<file path="src/rtl/carbonio_timer_bank_if.sv">
// rtl/carbonio_timer_bank_if.sv - register access bus between the CarbonIO decoder and the timer bank
interface carbonio_timer_bank_if;
    logic        reg_req;
    logic        reg_we;
    logic [7:0]  reg_addr;
    logic [31:0] reg_wdata;
    logic [31:0] reg_rdata;
    logic        reg_ack;

    modport master (output reg_req, reg_we, reg_addr, reg_wdata, input reg_rdata, reg_ack);
    modport slave  (input reg_req, reg_we, reg_addr, reg_wdata, output reg_rdata, reg_ack);
endinterface

</file>
<file path="src/rtl/carbonio_timer_bank.sv">
// rtl/carbonio_timer_bank.sv - N-channel prescaled down-counter timer bank with 64-bit tick counter
module carbonio_timer_bank #(
    parameter int N_TIMERS   = 2,
    parameter int TIMER_W    = 32,
    parameter int PRESCALE_W = 8
) (
    input  logic                 clk,
    input  logic                 rst_n,
    carbonio_timer_bank_if.slave bus,
    output logic [N_TIMERS-1:0]  expire_pulse,
    output logic [N_TIMERS-1:0]  timer_irq,
    output logic                 irq
);

    logic [TIMER_W-1:0]    load_q  [N_TIMERS];
    logic [TIMER_W-1:0]    load_d  [N_TIMERS];
    logic [TIMER_W-1:0]    value_q [N_TIMERS];
    logic [TIMER_W-1:0]    value_d [N_TIMERS];
    logic [PRESCALE_W-1:0] presc_q [N_TIMERS];
    logic [PRESCALE_W-1:0] presc_d [N_TIMERS];
    logic [PRESCALE_W-1:0] pc_q    [N_TIMERS];
    logic [PRESCALE_W-1:0] pc_d    [N_TIMERS];
    logic [N_TIMERS-1:0]   en_q, en_d, per_q, per_d;
    logic [N_TIMERS-1:0]   pending_q, pending_d, irq_en_q, irq_en_d;
    logic [N_TIMERS-1:0]   pulse_q, pulse_d;
    logic [63:0]           tick_q, tick_d;
    logic [31:0]           snap_q, snap_d;
    logic [31:0]           rdata_q, rdata_d;
    logic                  ack_q, ack_d;

    logic                  wr, rd, glb;
    logic [N_TIMERS-1:0]   hit_w, tick_w;
    logic                  unused_bits;

    assign wr          = bus.reg_req & bus.reg_we;
    assign rd          = bus.reg_req & ~bus.reg_we;
    assign glb         = (bus.reg_addr[7:4] == 4'h8);
    assign unused_bits = ^{bus.reg_addr[1:0], bus.reg_wdata};

    always_comb begin
        hit_w  = '0;
        tick_w = '0;
        for (int c = 0; c < N_TIMERS; c++) begin
            hit_w[c]  = ~bus.reg_addr[7] && (bus.reg_addr[6:4] == 3'(c));
            tick_w[c] = en_q[c] && (pc_q[c] == presc_q[c]);
        end
    end

    always_comb begin
        pulse_d   = '0;
        en_d      = en_q;
        per_d     = per_q;
        irq_en_d  = irq_en_q;
        pending_d = pending_q;
        tick_d    = tick_q + 64'd1;
        snap_d    = snap_q;
        ack_d     = bus.reg_req;
        for (int c = 0; c < N_TIMERS; c++) begin
            load_d[c]  = load_q[c];
            value_d[c] = value_q[c];
            presc_d[c] = presc_q[c];
            pc_d[c]    = pc_q[c];
            if (en_q[c]) pc_d[c] = tick_w[c] ? '0 : pc_q[c] + 1'b1;
            if (tick_w[c]) begin
                if (value_q[c] != '0) begin
                    value_d[c] = value_q[c] - 1'b1;
                end else begin
                    pulse_d[c] = 1'b1;
                    if (per_q[c]) value_d[c] = load_q[c];
                    else          en_d[c]    = 1'b0;
                end
            end
            // A register write that repositions the counter discards the tick of that cycle
            if (wr && hit_w[c]) begin
                case (bus.reg_addr[3:2])
                    2'd0: load_d[c] = bus.reg_wdata[TIMER_W-1:0];
                    2'd1: begin
                        value_d[c] = bus.reg_wdata[TIMER_W-1:0];
                        pc_d[c]    = '0;
                        pulse_d[c] = 1'b0;
                        en_d[c]    = en_q[c];
                    end
                    2'd2: begin
                        en_d[c]    = bus.reg_wdata[0];
                        per_d[c]   = bus.reg_wdata[1];
                        presc_d[c] = bus.reg_wdata[8 +: PRESCALE_W];
                        if ((bus.reg_wdata[0] && !en_q[c]) || bus.reg_wdata[2]) begin
                            value_d[c] = load_q[c];
                            pc_d[c]    = '0;
                            pulse_d[c] = 1'b0;
                        end else if (!bus.reg_wdata[0]) begin
                            value_d[c] = value_q[c];
                            pc_d[c]    = '0;
                            pulse_d[c] = 1'b0;
                        end
                    end
                    default: ;
                endcase
            end
        end
        if (wr && glb && bus.reg_addr[3:2] == 2'd2) pending_d = pending_q & ~bus.reg_wdata[N_TIMERS-1:0];
        if (wr && glb && bus.reg_addr[3:2] == 2'd3) irq_en_d  = bus.reg_wdata[N_TIMERS-1:0];
        pending_d = pending_d | pulse_d;
        if (rd && glb && bus.reg_addr[3:2] == 2'd0) snap_d = tick_q[63:32];
    end

    always_comb begin
        rdata_d = '0;
        if (rd) begin
            for (int c = 0; c < N_TIMERS; c++) begin
                if (hit_w[c]) begin
                    case (bus.reg_addr[3:2])
                        2'd0:    rdata_d = 32'(load_q[c]);
                        2'd1:    rdata_d = 32'(value_q[c]);
                        2'd2:    rdata_d = {16'b0, 8'(presc_q[c]), 6'b0, per_q[c], en_q[c]};
                        default: rdata_d = {30'b0, en_q[c], pending_q[c]};
                    endcase
                end
            end
            if (glb) begin
                case (bus.reg_addr[3:2])
                    2'd0:    rdata_d = tick_q[31:0];
                    2'd1:    rdata_d = snap_q;
                    2'd2:    rdata_d = 32'(pending_q);
                    default: rdata_d = 32'(irq_en_q);
                endcase
            end
        end
    end

    always_ff @(posedge clk) begin
        if (!rst_n) begin
            for (int c = 0; c < N_TIMERS; c++) begin
                load_q[c]  <= '0;
                value_q[c] <= '0;
                presc_q[c] <= '0;
                pc_q[c]    <= '0;
            end
            en_q      <= '0;
            per_q     <= '0;
            pending_q <= '0;
            irq_en_q  <= '0;
            pulse_q   <= '0;
            tick_q    <= '0;
            snap_q    <= '0;
            rdata_q   <= '0;
            ack_q     <= 1'b0;
        end else begin
            load_q    <= load_d;
            value_q   <= value_d;
            presc_q   <= presc_d;
            pc_q      <= pc_d;
            en_q      <= en_d;
            per_q     <= per_d;
            pending_q <= pending_d;
            irq_en_q  <= irq_en_d;
            pulse_q   <= pulse_d;
            tick_q    <= tick_d;
            snap_q    <= snap_d;
            rdata_q   <= rdata_d;
            ack_q     <= ack_d;
        end
    end

    assign bus.reg_ack   = ack_q;
    assign bus.reg_rdata = rdata_q;
    assign expire_pulse  = pulse_q;
    assign timer_irq     = pending_q & irq_en_q;
    assign irq           = |timer_irq;

endmodule

</file>
<file path="src/flat_wrapper.sv">
// flat-port wrapper written by rule: the top's interface ports become plain ports
module carbonio_timer_bank_flat 
#(
    parameter int N_TIMERS   = 2,
    parameter int TIMER_W    = 32,
    parameter int PRESCALE_W = 8
)
  (clk, rst_n, expire_pulse, timer_irq, irq, bus_reg_req, bus_reg_we, bus_reg_addr, bus_reg_wdata, bus_reg_rdata, bus_reg_ack);
  carbonio_timer_bank_if bus_i ();
  input  logic clk;
  input  logic rst_n;
  output logic [N_TIMERS-1:0] expire_pulse;
  output logic [N_TIMERS-1:0] timer_irq;
  output logic irq;
  input wire logic [$bits(bus_i.reg_req)-1:0] bus_reg_req;
  input wire logic [$bits(bus_i.reg_we)-1:0] bus_reg_we;
  input wire logic [$bits(bus_i.reg_addr)-1:0] bus_reg_addr;
  input wire logic [$bits(bus_i.reg_wdata)-1:0] bus_reg_wdata;
  output wire logic [$bits(bus_i.reg_rdata)-1:0] bus_reg_rdata;
  output wire logic [$bits(bus_i.reg_ack)-1:0] bus_reg_ack;
  assign bus_i.reg_req = bus_reg_req;
  assign bus_i.reg_we = bus_reg_we;
  assign bus_i.reg_addr = bus_reg_addr;
  assign bus_i.reg_wdata = bus_reg_wdata;
  assign bus_reg_rdata = bus_i.reg_rdata;
  assign bus_reg_ack = bus_i.reg_ack;
  carbonio_timer_bank #(.N_TIMERS(N_TIMERS), .TIMER_W(TIMER_W), .PRESCALE_W(PRESCALE_W)) u_core (.clk(clk), .rst_n(rst_n), .bus(bus_i), .expire_pulse(expire_pulse), .timer_irq(timer_irq), .irq(irq));
endmodule
</file>
<file path="config.mk">
export PLATFORM = sky130hd
export DESIGN_NAME = carbonio_timer_bank_flat
export DESIGN_NICKNAME = d
export VERILOG_FILES = /design/src/rtl/carbonio_timer_bank_if.sv /design/src/rtl/carbonio_timer_bank.sv /design/src/flat_wrapper.sv
export SDC_FILE = /design/constraint.sdc
export NUM_CORES = 1
export LEC_CHECK = 0
export CAP_MARGIN = 40
export CORE_AREA = 2 2 197 218
export DETAILED_ROUTE_END_ITERATION = 12
export DIE_AREA = 0 0 199 220
export SKIP_LAST_GASP = 1
export SLEW_MARGIN = 25
export SYNTH_ARGS = -nofsm -noshare
export SYNTH_HDL_FRONTEND = slang
export SYNTH_SLANG_ARGS = --single-unit
</file>
<file path="constraint.sdc">
create_clock -name clk -period 3 [get_ports clk]
set_clock_uncertainty 0.2 [all_clocks]
set_input_delay 0.6 -clock clk [delete_from_list [all_inputs] [get_ports clk]]
set_output_delay 0.6 -clock clk [all_outputs]
set_load 0.02 [all_outputs]
</file>
# Yosys cells after proc, flatten, opt, wreduce, memory -nomap -nowiden
# Index checks and enable logic that the tools add are counted.
[op_classes] n_reduce_logical=27 bitwise=8 n_addsub=5 muxes=55 n_eq_ne=11
[ops] operator="$mux W32" n=15
[ops] operator="$pmux W32 S3" n=3
[ops] operator="$pmux W32 S2" n=2
[ops] operator="$mux W8" n=10
[ops] operator="$add A64 B1 Y64 const B" n=1
[ops] operator="$reduce_bool A32 Y1" n=2
[ops] operator="$sub A32 B1 Y32 const B" n=2
[ops] operator="$pmux W8 S2" n=2
[ops] operator="$mux W1" n=18
[ops] operator="$add A8 B1 Y8 const B" n=2
[ops] operator="$eq A8 B8 Y1" n=2
[ops] operator="$logic_and A1 B1 Y1" n=13
[ops] operator="$reduce_and A2 Y1" n=5
[ops] operator="$ne A4 B4 Y1 const B" n=2
[ops] operator="$pmux W1 S2" n=4
[ops] operator="$and A2 B2 Y2" n=2
[ops] operator="$eq A2 B2 Y1 const B" n=2
[ops] operator="$eq A4 B4 Y1 const B" n=1
[ops] operator="$ne A2 B2 Y1 const B" n=2
[ops] operator="$eq A3 B1 Y1 const B" n=1
[ops] operator="$logic_not A3 Y1" n=1
[ops] operator="$and A1 B1 Y1" n=2
[ops] operator="$eq A2 B1 Y1 const B" n=1
[ops] operator="$logic_not A1 Y1" n=2
[ops] operator="7 further kinds" n=9
[word_totals] register_bits=299 wordCells=125 in_bits=44

# Logic depth before layout (Yosys ltp)
[logic_depth] word_depth=8 ltp_mapped=12 depth_no_buf=9

# Worst setup path before layout
# OpenSTA, ideal clock, no wires.
[synth_timing] kind="reg-to-reg" startpoint="register u_core.value_q[48] (netlist bit)" endpoint="register u_core.value_q[43] (netlist bit)" slack_ns=-0.021 arrival_time_ns=2.703 period_less_slack_ns=3.021 stages_incl_launch_ff=10 path_buffers=2 required_time_ns=2.683 setup_time_ns=0.117 path_cell_list="dfxtp_1 -> or3_4 -> or4_4 -> buf_6 -> or4_4 -> buf_6 -> nand2_4 -> nor3_1 -> or4_1 -> a32o_1"
[synth_between] elab_chain_len=7
[synth_lines] item="start: declaration" line="carbonio_timer_bank.sv:17" text="logic [TIMER_W-1:0] value_q [N_TIMERS];"
[synth_lines] item="start signal: assignment" line="carbonio_timer_bank.sv:150" text="value_q <= value_d;"
[synth_lines] item="$reduce_bool A32 Y1 *" line="carbonio_timer_bank.sv:65" text="if (value_q[c] != '0) begin"
[synth_lines] item="$mux W32 *" line="carbonio_timer_bank.sv:65"
[synth_lines] item="$mux W32 *" line="carbonio_timer_bank.sv:64" text="if (tick_w[c]) begin"
[synth_lines] item="$mux W32" line="carbonio_timer_bank.sv:91" text="end else if (!bus.reg_wdata[0]) begin"
[synth_lines] item="$mux W32" line="carbonio_timer_bank.sv:87" text="if ((bus.reg_wdata[0] && !en_q[c]) || bus.reg_wdata[2]) begin"
[synth_lines] item="$pmux W32 S2" line="carbonio_timer_bank.sv:75" text="case (bus.reg_addr[3:2])"
[synth_lines] item="$mux W32 *" line="carbonio_timer_bank.sv:74" text="if (wr && hit_w[c]) begin"
# Mark *: on every way between the ends. The rest lies on a longest branch, timed or not. The select of a mux whose other input is x is not followed.
# A chain may end at the register's enable or synchronous reset.

# Final worst setup path
[layout_timing] startpoint="register u_core.value_q[0] (netlist bit)" endpoint="register u_core.value_q[15] (netlist bit)"
[layout_between] elab_chain_len=7 elab_cells_between_ends=8
[layout_lines] item="$sub A32 B1 Y32 / $reduce_bool A32 Y1 (equally long branches)" line="carbonio_timer_bank.sv:66, carbonio_timer_bank.sv:65"
[layout_lines] item="$mux W32 *" line="carbonio_timer_bank.sv:65"
[layout_lines] item="$mux W32 *" line="carbonio_timer_bank.sv:64"
[layout_lines] item="$mux W32" line="carbonio_timer_bank.sv:91"
[layout_lines] item="$mux W32" line="carbonio_timer_bank.sv:87"
[layout_lines] item="$pmux W32 S2" line="carbonio_timer_bank.sv:75"
[layout_lines] item="$mux W32 *" line="carbonio_timer_bank.sv:74"
# Marked as above.

==> PnR_summary.wiki <==
{| class="wikitable"
! Metric !! Value
|-
| Area growth, synth to finish || 27.1%
|-
| Number of global-route vias before repair || 17567
|-
| Gr ovfl total || 0
|-
| Total GRT Usage || 31.3%
|-
| Number of enable-type register cells in the synthesized netlist || 0
|-
| Die Y-Extent || 220 um
|-
| LEAKAGE || 0.00740 uW
|-
| Worst slew pin tran || 0.785 ns
|-
| Shortest period the worst path allows || 2.94 ns
|-
| Post-route ant nets || 0
|-
| Number of instances in the synthesized netlist || 2212
|-
| Syn Nets || 2268
|-
| CP Max Fanout || 4
|-
| Tightest Hold Check Type || register to register
|-
| HPWL after DPL || 50300 um
|-
| First-pass GRT wire length || 105000 um
|-
| Post-route design area || 21000 um^2
|-
| Reg2Reg Launch Point || u_core.value_q[0]
|-
| Clock-pin slew on the worst setup and hold paths || 0.06 ns
|-
| Ratio of cells with drive above 1 in the final layout || 16.3%
|-
| Floorplan die area || 43800 um^2
|-
| Run status || finished clean
|-
| P per Cell Area || 458 nW/um^2
|-
| Top_reg_cell synth || sky130_fd_sc_hd__dfxtp_1
|-
| Post-synthesis cell area || 16500 um^2
|-
| Clock tree from TritonCTS || built
|-
| # fillers || 4134
|-
| GPL Wtd Cong || 0.975
|-
| Sum of negative setup slack || 0 ns
|-
| Reg-to-reg slack, setup || 0.06 ns
|-
| FMAX || 341 MHz
|-
| Number of buffers inserted by hold repair at cts || 0
|-
| Average wire length per cell after detail routing || 22.8 um
|-
| Antenna violations before repair || 2
|-
| Startpoint types || register
|-
| Sink count of the clock tree || 299
|-
| Share of the yosys chip area belonging to registers || 36.3%
|-
| Top area cells in the synthesized netlist || sky130_fd_sc_hd__dfxtp_1 (36%), sky130_fd_sc_hd__nand2_1 (7.9%), sky130_fd_sc_hd__a21oi_1 (7.7%), sky130_fd_sc_hd__nor2_1 (4.6%), sky130_fd_sc_hd__o21ai_0 (4.3%)
|-
| Final max-slew violation count || 0
|-
| Synthesized flop and latch total || 299
|-
| Pin count of the biggest net entering global routing || 92
|-
| Post-synth cell types || 79
|-
| Via-per-instance ratio || 6.12
|-
| Die width || 199 um
|-
| Final-layout worst hold slack || 0.254 ns
|-
| Final total power || 9610 uW
|-
| Initial DRC Count || 2161
|-
| Initial cell density of the core || 39.4%
|-
| Worst rel slew slack || 47.6%
|-
| Number of detailed-route iterations in the first pass || 6
|-
| Routed wire length || 68900 um
|-
| Number of cell instances on the worst register-to-register path || 9
|-
| Final Hold Violating Endpoints || 0
|-
| Area after DPL || 19700 um^2
|-
| Arrival @ worst endpoint || 3.19 ns
|-
| Total number of yosys warnings || 0
|-
| Total I/O pin count || 82
|-
| Post-route DRC violation count || 0
|-
| Final critical-path share of the clock period || 97.9%
|-
| Number of cells on the worst hold path || 2
|-
| Library cell occupying the most area in the post-synthesis netlist || sky130_fd_sc_hd__dfxtp_1
|-
| Num CTS Buffers || 37
|-
| Hold-critical path endpoint || u_core.snap_q[25]
|-
| Number of buffers on the longest clock path || 3
|-
| Capture instance of the worst register-to-register path || u_core.value_q[15]
|-
| Deepest level of the CTS H-tree || 2
|-
| Proportion of synthesized flip-flops having asynchronous set or reset || 0%
|-
| Port Buf Inserts || 79
|-
| Cell with the most instances after synthesis || sky130_fd_sc_hd__nand2_1
|-
| Kind of end point of the critical path || register
|-
| DP Cell Count || 2954
|-
| Area share of the leading cell type in the synthesized netlist || 36.3%
|-
| Ant. Diodes || 0
|-
| Mean cell area of the mapped netlist || 7.45 um^2
|-
| Vias || 18505
|-
| Required time reported for the critical path endpoint || 3.25 ns
|-
| CTS Root Buffer Type || sky130_fd_sc_hd__clkbuf_16
|-
| IR drop worst, VDD || 0.346 mV
|-
| Worst min-delay path startpoint || u_core.snap_q[25]
|-
| Reported max-cap violation count || 0
|-
| Core outline area || 41800 um^2
|-
| List of most frequent post-synthesis cells || sky130_fd_sc_hd__nand2_1 (347), sky130_fd_sc_hd__dfxtp_1 (299), sky130_fd_sc_hd__a21oi_1 (255)
|-
| RSZ-0062 raised after global routing || no
|-
| Final net count || 2483
|-
| Number of placement rows || 79
|-
| Insertion delay to the later sink of the worst-skew pair || 0.58 ns
|-
| Final setup violating endpoints || 0
|-
| Crit path kind || register to register
|-
| Final cell count without fillers || 3023
|}
## stage by stage
| stage | worst slack (ns) | util [%] |
|---|---|---|
| 6_report | 0.0644 | 50.1 |
| 5_1_grt | 0.00360 | 50.1 |
| 4_1_cts | 0.0488 | 50.0 |
| 3_5_place_dp | -0.295 | 47.1 |
| 3_3_place_gp | -0.272 | 47.1 |
| 2_1_floorplan | -0.00281 | - |
## how the worst max path moves through the flow
stage	startpoint	endpoint	cells past startpoint
2_1_floorplan	u_core.value_q[48]	u_core.value_q[43]	9
3_3_place_gp	bus_reg_addr[5]	u_core.value_q[11]	11
3_5_place_dp	bus_reg_addr[5]	u_core.value_q[11]	11
4_1_cts	u_core.value_q[43]	u_core.value_q[36]	9
5_1_grt	u_core.value_q[25]	u_core.value_q[3]	9
6_report	u_core.value_q[0]	u_core.value_q[15]	9
## routing by layer
layer  track usage, %  part of all wire [%]  up-vias
li1                 -                     -     8520
met1             40.0                    40     8805
met3             6.86                   9.8      198
met2             47.9                    44      980
met4             19.2                   6.3        2
met5                0                 0.025        -
## layout make-up
class	count	area, um^2	area share (%)
clock buffer	53	1080	5.13
timing repair buffer	364	3190	15.2
inverter	24	95.1	0.454
sequential	299	5990	28.6
clock inverter	15	138	0.657
multi-input combinational	1701	9760	46.6
tap	567	709	3.39
## placed cells by master, fill, tap and decap left out, types with 7 or more instances in the layout
cell type	n
sky130_fd_sc_hd__a21oi_1	255
sky130_fd_sc_hd__a221oi_1	36
sky130_fd_sc_hd__a222oi_1	23
sky130_fd_sc_hd__a22o_1	7
sky130_fd_sc_hd__a22oi_1	65
sky130_fd_sc_hd__a31oi_1	24
sky130_fd_sc_hd__and2_1	13
sky130_fd_sc_hd__and3_1	21
sky130_fd_sc_hd__and4_1	11
sky130_fd_sc_hd__buf_12	21
sky130_fd_sc_hd__buf_4	263
sky130_fd_sc_hd__clkbuf_1	7
sky130_fd_sc_hd__clkbuf_16	37
sky130_fd_sc_hd__clkbuf_8	9
sky130_fd_sc_hd__clkdlybuf4s50_1	78
sky130_fd_sc_hd__clkinv_2	7
sky130_fd_sc_hd__dfxtp_1	298
sky130_fd_sc_hd__ha_1	9
sky130_fd_sc_hd__inv_1	22
sky130_fd_sc_hd__mux2i_1	24
sky130_fd_sc_hd__nand2_1	347
sky130_fd_sc_hd__nand3_1	89
sky130_fd_sc_hd__nand4_1	36
sky130_fd_sc_hd__nor2_1	198
sky130_fd_sc_hd__nor3_1	44
sky130_fd_sc_hd__nor4_1	28
sky130_fd_sc_hd__o211ai_1	10
sky130_fd_sc_hd__o21ai_0	139
sky130_fd_sc_hd__o221a_2	9
sky130_fd_sc_hd__o221ai_1	11
sky130_fd_sc_hd__o22ai_1	36
sky130_fd_sc_hd__o31ai_1	9
sky130_fd_sc_hd__or3_1	36
sky130_fd_sc_hd__or4_1	10
sky130_fd_sc_hd__xnor2_1	29
sky130_fd_sc_hd__xor2_1	54
## worst max-delay path, cell delays in order (launching register included)
cell,delay [ns]
sky130_fd_sc_hd__dfxtp_1,0.31
sky130_fd_sc_hd__inv_1,0.12
sky130_fd_sc_hd__ha_1,0.18
sky130_fd_sc_hd__or4b_2,0.62
sky130_fd_sc_hd__nor3_1,0.28
sky130_fd_sc_hd__and4_1,0.26
sky130_fd_sc_hd__o21ai_0,0.15
sky130_fd_sc_hd__a22oi_1,0.24
sky130_fd_sc_hd__a211oi_1,0.10
sky130_fd_sc_hd__or3_1,0.36
## kinds of logic (layout without fill, tap and decap cells)
logic type	Yosys count	count (layout)	synth area share, %
AND/OR/NAND/NOR	886	886	25.0
AO/OA/AOI/OAI	693	693	26.6
flip-flops	299	299	36.3
buffers and inverters	212	456	5.06
XOR/XNOR	83	83	4.41
multiplexers	27	27	1.66
adder cells (fa/ha/maj)	12	12	0.911
## state kept, by name, indices dropped and copies added, names as in the netlist
register / flops
u_core.tick_q: 64
u_core.irq_en_q: 2
u_core.bus.reg_ack: 1
u_core.pc_q: 16
u_core.en_q: 2
u_core.pending_q: 2
u_core.load_q: 64
u_core.value_q: 64
u_core.snap_q: 32
u_core.expire_pulse: 2
u_core.presc_q: 16
u_core.bus.reg_rdata: 32
u_core.per_q: 2
## timing repair
action,CTS,global route
buffers inserted,0,1
gates resized for setup,0,10
setup endpoints to repair,0,28
## power by group
part	internal, uW	leakage (uW)	switching (uW)
combinational	418	0.00440	689
sequential	3990	0.00241	19.9
clock	2600	0.000593	1890
Note: power is estimated with default switching activity, not from simulation.
==> variant, RTL diff (same settings) <==
`TIMER_W` is set to 32 in 2 places; all go to 28.
--- a/src/rtl/carbonio_timer_bank.sv
+++ b/src/rtl/carbonio_timer_bank.sv
@@ -1,7 +1,7 @@
 // rtl/carbonio_timer_bank.sv - N-channel prescaled down-counter timer bank with 64-bit tick counter
 module carbonio_timer_bank #(
     parameter int N_TIMERS   = 2,
-    parameter int TIMER_W    = 32,
+    parameter int TIMER_W    = 28,
     parameter int PRESCALE_W = 8
 ) (
     input  logic                 clk,
--- a/src/flat_wrapper.sv
+++ b/src/flat_wrapper.sv
@@ -2,7 +2,7 @@
 module carbonio_timer_bank_flat 
 #(
     parameter int N_TIMERS   = 2,
-    parameter int TIMER_W    = 32,
+    parameter int TIMER_W    = 28,
     parameter int PRESCALE_W = 8
 )
   (clk, rst_n, expire_pulse, timer_irq, irq, bus_reg_req, bus_reg_we, bus_reg_addr, bus_reg_wdata, bus_reg_rdata, bus_reg_ack);
Behaviour: not the same (a bounded check fails within 4 cycles, from zero or initial values and one cycle with rst_n low).
==> variant against the original RTL <==
Routed wire length is 3.5% lower. Non-clock buffer count is 14 higher. Final area is 3.4% lower. Worst setup slack better by 29 ps. Sequential share of layout area is 0.57 points lower. Sequential cell count is 16 lower. Total power is 1.5% lower. Synthesized area is 6.0% lower. Highest routed layer is now met4.
==> variant: results (changes against the original RTL) <==
CP Max Fanout = 22 (+18)
Async SR Flop Fraction = 0 (unchanged)
Synth top cells by count = 358 x nand2_1, 283 x dfxtp_1, 225 x a21oi_1
# H-tree levels = 2 (unchanged)
Worst VDD drop = 0.4052 mV (+17%)
Nets = 2,409 (-3.0%)
GP Congestion = 0.9855 (+1.0%)
Sequential fraction of the synthesis area = 0.3656 (+0.002435)
1st-iter DRT viols = 1,950 (-9.8%)
Slowest CP cell = or3_1
Outcome = finished clean
Worst hold path class = reg2reg
Least-Margin Pin Slew = 714.9 ps (-69.89 ps)
Antenna cells = 0 (unchanged)
Largest net degree at the start of global routing = 67 (-27%)
Total vias in the final route = 17,656 (-4.6%)
Fill count = 4,130 (-0.097%)
CP startpoint = u_core.presc_q[7]
Clock slew at reported path FFs = 60 ps (about the same)
Root buf cell = clkbuf_16
Unique masters post-synth = 73 (-7.6%)
Top Registers = u_core.tick_q: 64 flops, u_core.load_q: 56 flops, u_core.value_q: 56 flops
First-pass GRT wire length = 100,800 um (-3.6%)
Top-count cell post-synth = nand2_1
Leakage = 7.254 nW (-2.0%)
WL final = 66,510 um (-3.5%)
DP Worst Slack = -340.7 ps (-45.60 ps)
1st-pass router iterations = 8 (+2)
Post-DP HPWL = 49,520 um (-1.6%)
Worst path max stage delay = 520 ps (-100 ps)
Largest cells by area after synthesis = dfxtp_1 37%, nand2_1 8.7%, a21oi_1 7.3%
Share of cells above drive strength 1 = 0.1702 (+0.006894)
Fin. max-slew vios = 0 (unchanged)
Net Sw Power = 2.503 mW (-3.7%)
Vias in the first global route = 16,887 (-3.9%)
Port Buffers = 75 (-5.1%)
Hold wc startpoint = u_core.snap_q[20]
Clk buf depth = 3 (unchanged)
TritonCTS Buffers = 36 (-2.7%)
Syn_nets = 2,165 (-4.5%)
Top Family by Delay on Critical Path = simple AND/OR/NAND/NOR gates
All-Layer GR Usage = 0.3035 (-0.009081)
Syn. warnings = 0 (unchanged)
Initial antenna violation count = 0 (-2)
Clk_lat worst skew = 560 ps (-20 ps)
Worst Path Arrival = 3150 ps (-40 ps)
-- variant: stage by stage --
| step | TNS [ps] | hold slack, ps | area [um2] | utilization | cells |
|---|---|---|---|---|---|
| 2_1_floorplan | 0 | 225.3 | 15500 | - | 2110 |
| 3_3_place_gp | -16460 | 240.8 | 18930 | 0.4529 | 2881 |
| 3_5_place_dp | -18710 | 247.8 | 18940 | 0.4530 | 2882 |
| 4_1_cts | 0 | 256.5 | 20190 | 0.4829 | 2946 |
| 5_1_grt | -27.06 | 267.2 | 20230 | 0.4839 | 2947 |
| 6_report | 0 | 257.7 | 20230 | 0.4839 | 2947 |
-- variant: repair_timing --
item / in CTS / in global routing
gates resized for setup: 1 / 7
pin swaps: 0 / 4
gates cloned: 0 / 0
endpoints found under the setup margin: 14 / 12
setup buffers: 0 / 1
-- variant: power groups by stage --
stage               Combinational, mW  Clock [mW]  Sequential, mW
detailed placement               1.05           0            3.87
global placement                 1.05           0            3.87
global route                     1.15        4.79            3.79
floorplan                       0.486           0            3.87
CTS                              1.05        4.66            3.79
finish                           1.09        4.57            3.79
-- variant: path summary, 6_finish.rpt --
kind,to,slack (ps),cells past startpoint
worst min register to register,u_core.snap_q[20],260,2
worst max register to register,u_core.value_q[24],90,9
worst max-delay path,u_core.value_q[24],90,9
worst min-delay path,u_core.snap_q[20],260,2
-- variant: layout make-up --
| type | instances | area, um2 | area share |
|---|---|---|---|
| Multi-Input combinational cell | 1623 | 9133 | 0.4513 |
| Tap cell | 567 | 709.4 | 0.03506 |
| Timing Repair Buffer | 378 | 3358 | 0.1660 |
| Clock buffer | 51 | 1079 | 0.05330 |
| Inverter | 32 | 125.1 | 0.006184 |
| Clock inverter | 13 | 165.2 | 0.008162 |
| Sequential cell | 283 | 5665 | 0.2800 |
-- variant: cells by family (layout without fill, tap and decap cells) --
family,count (synthesis),after routing,synth area share
fa+ha+maj,11,11,0.008881
buf+inv,204,474,0.05062
mux,8,8,0.005329
simple gates,889,889,0.2672
flops,283,283,0.3656
compound gates,636,636,0.2578
xor+xnor,79,79,0.04465
-- variant: worst reg2reg max path, cell delays in order, from the launching register on --
cell and delay (ps):
dfxtp_1 330, xor2_1 160, nor4_1 360, buf_4 190
nand3_1 130, buf_4 260, or3_1 540, o21ai_0 300
nor3_1 110, o221a_2 230
-- variant: routing by layer --
| layer | up-vias | track usage | share of wire |
|---|---|---|---|
| li1 | 8163 | - | - |
| met1 | 8347 | 0.3701 | 0.39 |
| met2 | 938 | 0.4922 | 0.46 |
| met3 | 208 | 0.06811 | 0.090 |
| met4 | 0 | 0.1739 | 0.065 |
| met5 | - | 0 | 0 |
